### src/rtl/aes_mk_pkg.sv
// Shared definitions for the multi-key cipher wrapper: FSM states, register
// word indices, CTRL field positions and register-lock bit positions.
package aes_mk_pkg;

    typedef enum logic [1:0] {
        StIdle  = 2'd0,
        StStart = 2'd1,
        StWait  = 2'd2
    } state_e;

    // Word indices (bus_addr_i[8:2])
    localparam logic [6:0] IDX_CTRL   = 7'd0;
    localparam logic [6:0] IDX_STATUS = 7'd1;
    localparam logic [6:0] IDX_DATA   = 7'd2;
    localparam logic [6:0] IDX_RESULT = 7'd16;
    localparam logic [6:0] IDX_KEY    = 7'd32;

    // CTRL field positions
    localparam int unsigned CTRL_START  = 0;
    localparam int unsigned CTRL_ABORT  = 1;
    localparam int unsigned CTRL_IRQ_EN = 2;

    // reglk_ctrl_i bit positions
    localparam int unsigned LK_CTRL_RD   = 0;
    localparam int unsigned LK_CTRL_WR   = 1;
    localparam int unsigned LK_DATA_RD   = 2;
    localparam int unsigned LK_DATA_WR   = 3;
    localparam int unsigned LK_RESULT_RD = 4;
    localparam int unsigned LK_KEY_WR    = 5;
    localparam int unsigned LK_STATUS_RD = 6;
    localparam int unsigned LK_STATUS_WR = 7;

endpackage

### src/rtl/aes_mk_regfile.sv
// Key slot storage: NUM_KEYS slots of KEY_WORDS words, write-only from the bus.
// The read port returns one whole slot, word 0 in the MSBs, for the core.
module aes_mk_regfile #(
    parameter int unsigned NUM_KEYS  = 3,
    parameter int unsigned KEY_WORDS = 6
) (
    input  logic                      clk_i,
    input  logic                      rst_ni,
    input  logic                      key_we_i,
    input  logic [3:0]                key_slot_i,
    input  logic [2:0]                key_word_i,
    input  logic [31:0]               key_wdata_i,
    input  logic [3:0]                rd_slot_i,
    output logic [32*KEY_WORDS-1:0]   rd_key_o
);

    logic [31:0] r_slot [NUM_KEYS][KEY_WORDS];

    // One key word written per accepted bus write
    always_ff @(posedge clk_i or negedge rst_ni) begin
        if (!rst_ni) begin
            for (int unsigned k = 0; k < NUM_KEYS; k++) begin
                for (int unsigned w = 0; w < KEY_WORDS; w++) begin
                    r_slot[k][w] <= 32'h0;
                end
            end
        end else if (key_we_i) begin
            for (int unsigned k = 0; k < NUM_KEYS; k++) begin
                for (int unsigned w = 0; w < KEY_WORDS; w++) begin
                    if (key_slot_i == 4'(k) && key_word_i == 3'(w)) begin
                        r_slot[k][w] <= key_wdata_i;
                    end
                end
            end
        end
    end

    // Slot select mux, packed with word 0 in the MSBs
    always_comb begin
        rd_key_o = '0;
        for (int unsigned k = 0; k < NUM_KEYS; k++) begin
            if (rd_slot_i == 4'(k)) begin
                for (int unsigned w = 0; w < KEY_WORDS; w++) begin
                    rd_key_o[32*(KEY_WORDS-w)-1 -: 32] = r_slot[k][w];
                end
            end
        end
    end

endmodule

### src/rtl/aes_multikey_wrapper.sv
// Bus-programmable wrapper around a cipher core with several key slots.
// Holds CTRL/STATUS/DATA/RESULT, launches the core and waits for its result.
module aes_multikey_wrapper
    import aes_mk_pkg::*;
#(
    parameter int unsigned NUM_KEYS  = 3,
    parameter int unsigned KEY_WORDS = 6,
    parameter int unsigned BLK_WORDS = 4,
    parameter int unsigned TIMEOUT   = 64
) (
    input  logic                    clk_i,
    input  logic                    rst_ni,
    input  logic [7:0]              reglk_ctrl_i,
    input  logic                    bus_valid_i,
    input  logic                    bus_write_i,
    input  logic [31:0]             bus_addr_i,
    input  logic [31:0]             bus_wdata_i,
    input  logic [3:0]              bus_wstrb_i,
    output logic [31:0]             bus_rdata_o,
    output logic                    bus_ready_o,
    output logic                    bus_error_o,
    output logic                    core_start_o,
    output logic [32*KEY_WORDS-1:0] core_key_o,
    output logic [32*BLK_WORDS-1:0] core_data_o,
    input  logic [32*BLK_WORDS-1:0] core_out_i,
    input  logic                    core_valid_i,
    output logic                    irq_o
);

    localparam int unsigned CntW = $clog2(TIMEOUT + 1);

    state_e                 r_state;
    logic                   r_ready, r_error, r_start;
    logic [31:0]            r_rdata;
    logic [CntW-1:0]        r_cnt;
    logic                   r_irq_en, r_done, r_timeout, r_lock_err;
    logic [3:0]             r_key_sel;
    logic [31:0]            r_data   [BLK_WORDS];
    logic [31:0]            r_result [BLK_WORDS];
    logic [32*KEY_WORDS-1:0] r_core_key;
    logic [32*BLK_WORDS-1:0] r_core_data;

    logic        w_accept, w_wr, w_rd, w_busy;
    logic [6:0]  w_idx, w_data_word, w_res_word, w_key_off;
    logic        w_is_ctrl, w_is_status, w_is_data, w_is_result, w_is_key;
    logic        w_lock_viol, w_reject, w_wr_ok, w_abort, w_go;
    logic [31:0] w_rdata;
    logic [32*KEY_WORDS-1:0] w_sel_key;
    logic [32*BLK_WORDS-1:0] w_data_packed;
    logic        w_unused;

    assign w_unused = ^{bus_wstrb_i, bus_addr_i[31:9], bus_addr_i[1:0]};

    // A request is sampled only while ready is low, giving one access per 2 cycles
    assign w_accept = bus_valid_i & ~r_ready;
    assign w_wr     = w_accept & bus_write_i;
    assign w_rd     = w_accept & ~bus_write_i;
    assign w_idx    = bus_addr_i[8:2];
    assign w_busy   = (r_state != StIdle);

    // Address decode
    always_comb begin
        w_data_word = w_idx - IDX_DATA;
        w_res_word  = w_idx - IDX_RESULT;
        w_key_off   = w_idx - IDX_KEY;
        w_is_ctrl   = (w_idx == IDX_CTRL);
        w_is_status = (w_idx == IDX_STATUS);
        w_is_data   = (w_idx >= IDX_DATA) && (w_idx < IDX_DATA + 7'(BLK_WORDS));
        w_is_result = (w_idx >= IDX_RESULT) && (w_idx < IDX_RESULT + 7'(BLK_WORDS));
        w_is_key    = (w_idx >= IDX_KEY) && (w_key_off[6:3] < 4'(NUM_KEYS))
                      && ({1'b0, w_key_off[2:0]} < 4'(KEY_WORDS));
    end

    // Write qualification: lock violations first, then busy / bad key_sel rejects
    always_comb begin
        w_lock_viol = 1'b0;
        w_reject    = 1'b0;
        if (w_wr) begin
            if (w_is_ctrl) begin
                if (reglk_ctrl_i[LK_CTRL_WR]) begin
                    w_lock_viol = 1'b1;
                end else if (bus_wdata_i[CTRL_START] && !bus_wdata_i[CTRL_ABORT]
                             && (w_busy || bus_wdata_i[7:4] >= 4'(NUM_KEYS))) begin
                    w_reject = 1'b1;
                end
            end else if (w_is_status) begin
                w_lock_viol = reglk_ctrl_i[LK_STATUS_WR];
            end else if (w_is_data) begin
                if (reglk_ctrl_i[LK_DATA_WR]) w_lock_viol = 1'b1;
                else if (w_busy)              w_reject    = 1'b1;
            end else if (w_is_key) begin
                if (reglk_ctrl_i[LK_KEY_WR]) w_lock_viol = 1'b1;
                else if (w_busy)             w_reject    = 1'b1;
            end
        end
    end

    assign w_wr_ok = w_wr & ~w_lock_viol & ~w_reject;
    assign w_abort = w_wr_ok & w_is_ctrl & bus_wdata_i[CTRL_ABORT];
    assign w_go    = w_wr_ok & w_is_ctrl & bus_wdata_i[CTRL_START] & ~bus_wdata_i[CTRL_ABORT];

    // Read data mux; locked, key and unmapped reads return 0
    always_comb begin
        w_rdata = 32'h0;
        if (w_is_ctrl) begin
            if (!reglk_ctrl_i[LK_CTRL_RD]) w_rdata = {24'h0, r_key_sel, 1'b0, r_irq_en, 2'b00};
        end else if (w_is_status) begin
            if (!reglk_ctrl_i[LK_STATUS_RD]) w_rdata = {28'h0, r_lock_err, r_timeout, r_done, w_busy};
        end else if (w_is_data) begin
            if (!reglk_ctrl_i[LK_DATA_RD]) begin
                for (int unsigned i = 0; i < BLK_WORDS; i++) begin
                    if (w_data_word == 7'(i)) w_rdata = r_data[i];
                end
            end
        end else if (w_is_result) begin
            if (!reglk_ctrl_i[LK_RESULT_RD]) begin
                for (int unsigned i = 0; i < BLK_WORDS; i++) begin
                    if (w_res_word == 7'(i)) w_rdata = r_result[i];
                end
            end
        end
    end

    // DATA words packed for the core, word 0 in the MSBs
    always_comb begin
        w_data_packed = '0;
        for (int unsigned i = 0; i < BLK_WORDS; i++) begin
            w_data_packed[32*(BLK_WORDS-i)-1 -: 32] = r_data[i];
        end
    end

    aes_mk_regfile #(
        .NUM_KEYS  (NUM_KEYS),
        .KEY_WORDS (KEY_WORDS)
    ) u_regfile (
        .clk_i       (clk_i),
        .rst_ni      (rst_ni),
        .key_we_i    (w_wr_ok & w_is_key),
        .key_slot_i  (w_key_off[6:3]),
        .key_word_i  (w_key_off[2:0]),
        .key_wdata_i (bus_wdata_i),
        .rd_slot_i   (bus_wdata_i[7:4]),
        .rd_key_o    (w_sel_key)
    );

    // Bus response, register updates and the IDLE/START/WAIT sequencer
    always_ff @(posedge clk_i or negedge rst_ni) begin
        if (!rst_ni) begin
            r_state     <= StIdle;
            r_ready     <= 1'b0;
            r_error     <= 1'b0;
            r_rdata     <= 32'h0;
            r_start     <= 1'b0;
            r_cnt       <= '0;
            r_irq_en    <= 1'b0;
            r_key_sel   <= 4'h0;
            r_done      <= 1'b0;
            r_timeout   <= 1'b0;
            r_lock_err  <= 1'b0;
            r_core_key  <= '0;
            r_core_data <= '0;
            for (int unsigned i = 0; i < BLK_WORDS; i++) begin
                r_data[i]   <= 32'h0;
                r_result[i] <= 32'h0;
            end
        end else begin
            r_ready <= w_accept;
            r_rdata <= w_rd ? w_rdata : 32'h0;
            r_error <= w_lock_viol | w_reject;
            r_start <= 1'b0;

            if (w_lock_viol) r_lock_err <= 1'b1;
            if (w_wr_ok && w_is_status) begin
                if (bus_wdata_i[1]) r_done     <= 1'b0;
                if (bus_wdata_i[2]) r_timeout  <= 1'b0;
                if (bus_wdata_i[3]) r_lock_err <= 1'b0;
            end
            if (w_wr_ok && w_is_ctrl) begin
                r_irq_en  <= bus_wdata_i[CTRL_IRQ_EN];
                r_key_sel <= bus_wdata_i[7:4];
            end
            if (w_wr_ok && w_is_data) begin
                for (int unsigned i = 0; i < BLK_WORDS; i++) begin
                    if (w_data_word == 7'(i)) r_data[i] <= bus_wdata_i;
                end
            end

            unique case (r_state)
                StIdle: begin
                    if (w_go) begin
                        r_state     <= StStart;
                        r_start     <= 1'b1;
                        r_core_key  <= w_sel_key;
                        r_core_data <= w_data_packed;
                        r_done      <= 1'b0;
                        r_timeout   <= 1'b0;
                        r_cnt       <= '0;
                    end
                end
                StStart: begin
                    r_state <= w_abort ? StIdle : StWait;
                end
                StWait: begin
                    if (w_abort) begin
                        r_state <= StIdle;
                    end else if (core_valid_i) begin
                        r_state <= StIdle;
                        r_done  <= 1'b1;
                        for (int unsigned i = 0; i < BLK_WORDS; i++) begin
                            r_result[i] <= core_out_i[32*(BLK_WORDS-i)-1 -: 32];
                        end
                    end else if (r_cnt == CntW'(TIMEOUT - 1)) begin
                        r_state   <= StIdle;
                        r_timeout <= 1'b1;
                    end else begin
                        r_cnt <= r_cnt + 1'b1;
                    end
                end
                default: r_state <= StIdle;
            endcase
        end
    end

    assign bus_ready_o  = r_ready;
    assign bus_rdata_o  = r_rdata;
    assign bus_error_o  = r_error;
    assign core_start_o = r_start;
    assign core_key_o   = r_core_key;
    assign core_data_o  = r_core_data;
    assign irq_o        = r_done & r_irq_en;

endmodule

### config.mk
export PLATFORM = sky130hd
export DESIGN_NAME = aes_multikey_wrapper
export DESIGN_NICKNAME = d
export VERILOG_FILES = /design/src/rtl/aes_mk_pkg.sv /design/src/rtl/aes_mk_regfile.sv /design/src/rtl/aes_multikey_wrapper.sv
export SDC_FILE = /design/constraint.sdc
export NUM_CORES = 2
export LEC_CHECK = 0
export ABC_AREA = 1
export ABC_CLOCK_PERIOD_IN_PS = 3900
export BUFFER_PORTS_ARGS = -buffer_cell sky130_fd_sc_hd__buf_2
export CORE_ASPECT_RATIO = 0.9
export CORE_MARGIN = 3
export CORE_UTILIZATION = 50
export CTS_BUF_LIST = sky130_fd_sc_hd__clkbuf_16
export DETAILED_ROUTE_END_ITERATION = 12
export GPL_ROUTABILITY_DRIVEN = 0
export PLACE_DENSITY = 0.7
export SYNTH_ARGS = -nofsm -noshare
export SYNTH_HDL_FRONTEND = slang
export SYNTH_HIERARCHICAL = 1
export SYNTH_SLANG_ARGS = --single-unit
export TNS_END_PERCENT = 50
### constraint.sdc
create_clock -name clk_i -period 3.9 [get_ports clk_i]
set_input_delay 0.195 -clock clk_i [delete_from_list [all_inputs] [get_ports clk_i]]
set_output_delay 0.195 -clock clk_i [all_outputs]
set_load 0.1 [all_outputs]
==> results by group <==
Run status
  – Status: complete, no violations

Critical path
  – Buf/Inv on CP: 4
  – Startpoint types: primary input
  – Crit path max fanout: 23
  – R2R Path End: u_regfile/r_slot[67]$_DFFE_PN0P_
  – Critical path's slowest cell: dlygate4sd3_1
  – Crit path arrival time: 3.98 ns
  – CP required: 4.53 ns
  – R2R setup slack: 0.58 ns
  – Worst path max stage delay: 0.57 ns
  – Crit path to: u_regfile/r_slot[67]$_DFFE_PN0P_
  – Top cell by count, worst path: nand2_1
  – CP endpoint kind: register
  – Launch point of the worst path: bus_addr_i[8]
  – Family with the most delay on the worst path: simple AND/OR/NAND/NOR gates
  – Critical Path, Cell by Cell: dlygate4sd3_1 -> buf_2 -> inv_1 -> ha_1 -> nand2_1 -> nor2_1 -> nand2_1 -> nand2_1 -> nand2_1 -> nor2_1 -> a21oi_4 -> nand2_1 -> nor3_1 -> nand2_1 -> nor2_4 -> nand2_1 -> buf_4 -> nand2_1 -> nand2_1
  – Reg2reg start: r_state[0]$_DFFE_PN0P_
  – Setup Crit Path Kind: primary input to register
  – Register-to-Register Path Depth: 13
  – CP Depth: 19

Synth
  – Syn_nets: 6652
  – Largest cells by area after synthesis: dfrtp_1 (57%), nand2_1 (17%), nand3_1 (14%)
  – Mux cell area share after synthesis: 0%
  – Syn Std Cell Area: 53300 um^2
  – Ys Warns: 6
  – Sequential fraction of the synthesis area: 56.6%
  – Post-synthesis adder-cell area fraction: 0.141%
  – Largest area contributor in the netlist: dfrtp_1
  – Mapped Cells: 6437
  – Yosys reg bits: 1204
  – Syn avg cell area: 8.27 um^2
  – Synth Area in Compound Gates: 5.45%
  – Largest family of logic cells by synthesized area: simple AND/OR/NAND/NOR gates
  – XOR/XNOR Fraction of Synth Area: 0.0822%
  – Most used flip-flop cell after synthesis: dfrtp_1
  – Asr flop ratio synth: 100%
  – Simple-Gate Fraction of Synth Area: 31.8%
  – Post-synth EDFFs: 0
  – Synth top area share: 56.6%
  – Synth unique cells: 36

Power and ir drop
  – Pwr dens: 417 nW/um^2
  – VDD IR max: 0.405 mV
  – Leakage: 34.0 nW

Cells and area
  – Layout cells sized above 1: 12.7%
  – Final nets: 7077
  – Design Area, Final: 62500 um^2
  – Fin util: 59.7%
  – Sequential standard cell area: 30100 um^2
  – Fillers: 9047
  – Area grow syn2layout: 17.4%
  – Area of the multi-input gates: 20100 um^2

Clock network
  – Clk buf depth: 3
  – H-Tree Level Count: 4
  – Worst-skew pair later-pin latency: 0.76 ns
  – Postcts setup bufs: 0
  – CTS Buf Count: 131
  – CTS clk-pin slew, worst paths: 0.06 ns
  – Root buffer cell: clkbuf_16
  – CTS tree: yes
  – CTS sink cnt: 1204

Timing
  – Slew margin rel.: 16.2%
  – Skew final: 0.0302 ns
  – Final Hold Vio Count: 0
  – Tmin final: 3.36 ns
  – Fin. max-slew vios: 0
  – Maximum clock frequency: 0.298 GHz
  – Hold slack: 0.0344 ns
  – Tightest Pin Transition: 1.26 ns
  – Post-route setup TNS: 0 ns
  – RSZ-0062 raised after global routing: no
  – Period utilization: 86.1%
  – Final setup viols: 0

Placed design
  – Post-DP HPWL: 109 mm
  – Port Buffers: 535
  – Area post-placement: 56900 um^2

Route
  – Vias per cell: 5.77
  – Drt drc: 0
  – First-pass DRT Iterations: 10
  – Post-DRT Antenna Nets: 0
  – Total wire length: 180 mm
  – Vias post-DR: 48200
  – DR WL/cell: 21.6 um
  – DR iter-0 viols: 6008

Run
  – Maxcap violations: 0

Floorplanning
  – Standard-cell rows: 112
  – Die X: 350 um
  – Die area: 110000 um^2
  – # IOs: 565
  – Core area: 105000 um^2
  – Die height: 316 um
  – Starting density of the core: 50.9%

GRT
  – Grt total ovfl: 0
  – GRT Total Usage: 32.4%
  – Initial antenna violation count: 23
  – Global-route wire length before repair: 277 mm
  – Vias in the first global route: 45500
  – Largest net degree at the start of global routing: 142

Hold path
  – Min-Delay Path Class: primary input to register
[cell usage in the layout, fill, tap and decap left out, drive strengths merged]
cell type / Yosys / routed
a211oi: 28 / 28
a21oi: 42 / 42
a22o: 23 / 23
a31oi: 6 / 6
a32oi: 1 / 1
buf: 266 / 682
bufinv: 0 / 8
clkbuf: 280 / 134
clkinv: 2 / 48
clkinvlp: 0 / 2
dfrtp: 1204 / 1204
diode: 0 / 19
dlygate4sd3: 0 / 156
ha: 6 / 6
inv: 175 / 211
nand2: 2420 / 2420
nand3: 1496 / 1496
nand3b: 1 / 1
nand4: 5 / 5
nor2: 53 / 53
nor3: 4 / 4
nor4: 3 / 3
o211ai: 2 / 2
o21ai: 360 / 360
o21bai: 1 / 1
o221ai: 25 / 25
o22ai: 29 / 29
xnor2: 3 / 3
xor2: 2 / 2
[area by class of cell]
| cell class | count | area share, % |
|---|---|---|
| clock buffers | 134 | 5.36 |
| well taps | 1368 | 2.74 |
| flip-flops and latches | 1204 | 48.2 |
| repair buffers | 838 | 9.34 |
| inverters | 177 | 1.06 |
| multi-input cells | 4510 | 32.1 |
| clock inverters | 92 | 1.08 |
| diodes | 19 | 0.0761 |
[Yosys cell counts, drive strengths merged, types with 4 or more instances]
cell and n:
nand2 2420, nand3 1496, dfrtp 1204, o21ai 360, clkbuf 280, buf 266
inv 175, nor2 53, a21oi 42, o22ai 29, a211oi 28, o221ai 25
a22o 23, a31oi 6, ha 6, nand4 5, nor3 4
[sequential cells by signal, summed over array words and instances (netlist names)]
register / flops
bus_error_o: 1
bus_rdata_o: 32
bus_ready_o: 1
core_data_o: 128
core_key_o: 192
core_start_o: 1
r_cnt: 7
r_data: 128
r_done: 1
r_irq_en: 1
r_key_sel: 4
r_lock_err: 1
r_result: 128
r_state: 2
r_timeout: 1
u_regfile/r_slot: 576
[timing repair]
| item | 4_1_cts | 5_1_grt |
|---|---|---|
| hold endpoints to repair | 252 | 0 |
| gates resized for setup | 0 | 0 |
| hold buffers | 156 | 0 |
[power by group]
group | switching [mW] | internal (mW)
logic | 1.16 | 0.348
clock network | 5.14 | 6.75
registers | 0.0714 | 12.6
[cell families after synthesis]
logic type      after synthesis
xor+xnor                      5
buf+inv                     723
simple gates               3982
flops                      1204
fa+ha+maj                     6
compound gates              517
[through the flow]
step,instances,worst slack [ns],power (mW)
3_3_place_gp,7941,0.571,14.2
4_1_cts,8323,0.664,26.2
3_5_place_dp,7941,0.498,14.3
6_report,8342,0.543,26.1
2_1_floorplan,6437,1.54,13.5
5_1_grt,8342,0.311,26.9
[worst register-to-register path: stages (launching register included)]
cell and delay [ns]:
dfrtp_1 0.40, nor2_1 0.22, nand3_1 0.09, o21ai_0 0.25
nor2_1 0.12, a21oi_4 0.19, nand2_1 0.09, nor3_1 0.28
nand2_1 0.31, nor2_4 0.36, nand2_1 0.37, buf_4 0.36
nand2_1 0.12, nand2_1 0.05
[metal layers]
metal | global-route usage (%) | up-vias | share of wire, % | wire length [um]
li1 | - | 21900 | - | -
met1 | 45.1 | 23300 | 40 | 72500
met2 | 47.8 | 2503 | 45 | 81000
met3 | 5.76 | 482 | 8.6 | 15500
met4 | 19.3 | 6 | 6.3 | 11300
met5 | 0 | - | 0.021 | 37
[worst min-delay path by stage]
stage	cells after the start	start	slack (ns)	endpoint
finish	3	bus_wdata_i[29]	0.03	r_data[29]$_DFFE_PN0P_
global route	3	bus_wdata_i[23]	0.04	u_regfile/r_slot[343]$_DFFE_PN0P_
CTS	3	bus_wdata_i[23]	0.008	u_regfile/r_slot[151]$_DFFE_PN0P_
detailed placement	1	rst_ni	0.35	core_data_o[85]$_DFFE_PN0P_
global placement	1	rst_ni	0.35	core_data_o[85]$_DFFE_PN0P_
floorplan	0	rst_ni	-0.10	bus_error_o$_DFF_PN0_
Note: power is estimated with default switching activity, not from simulation.
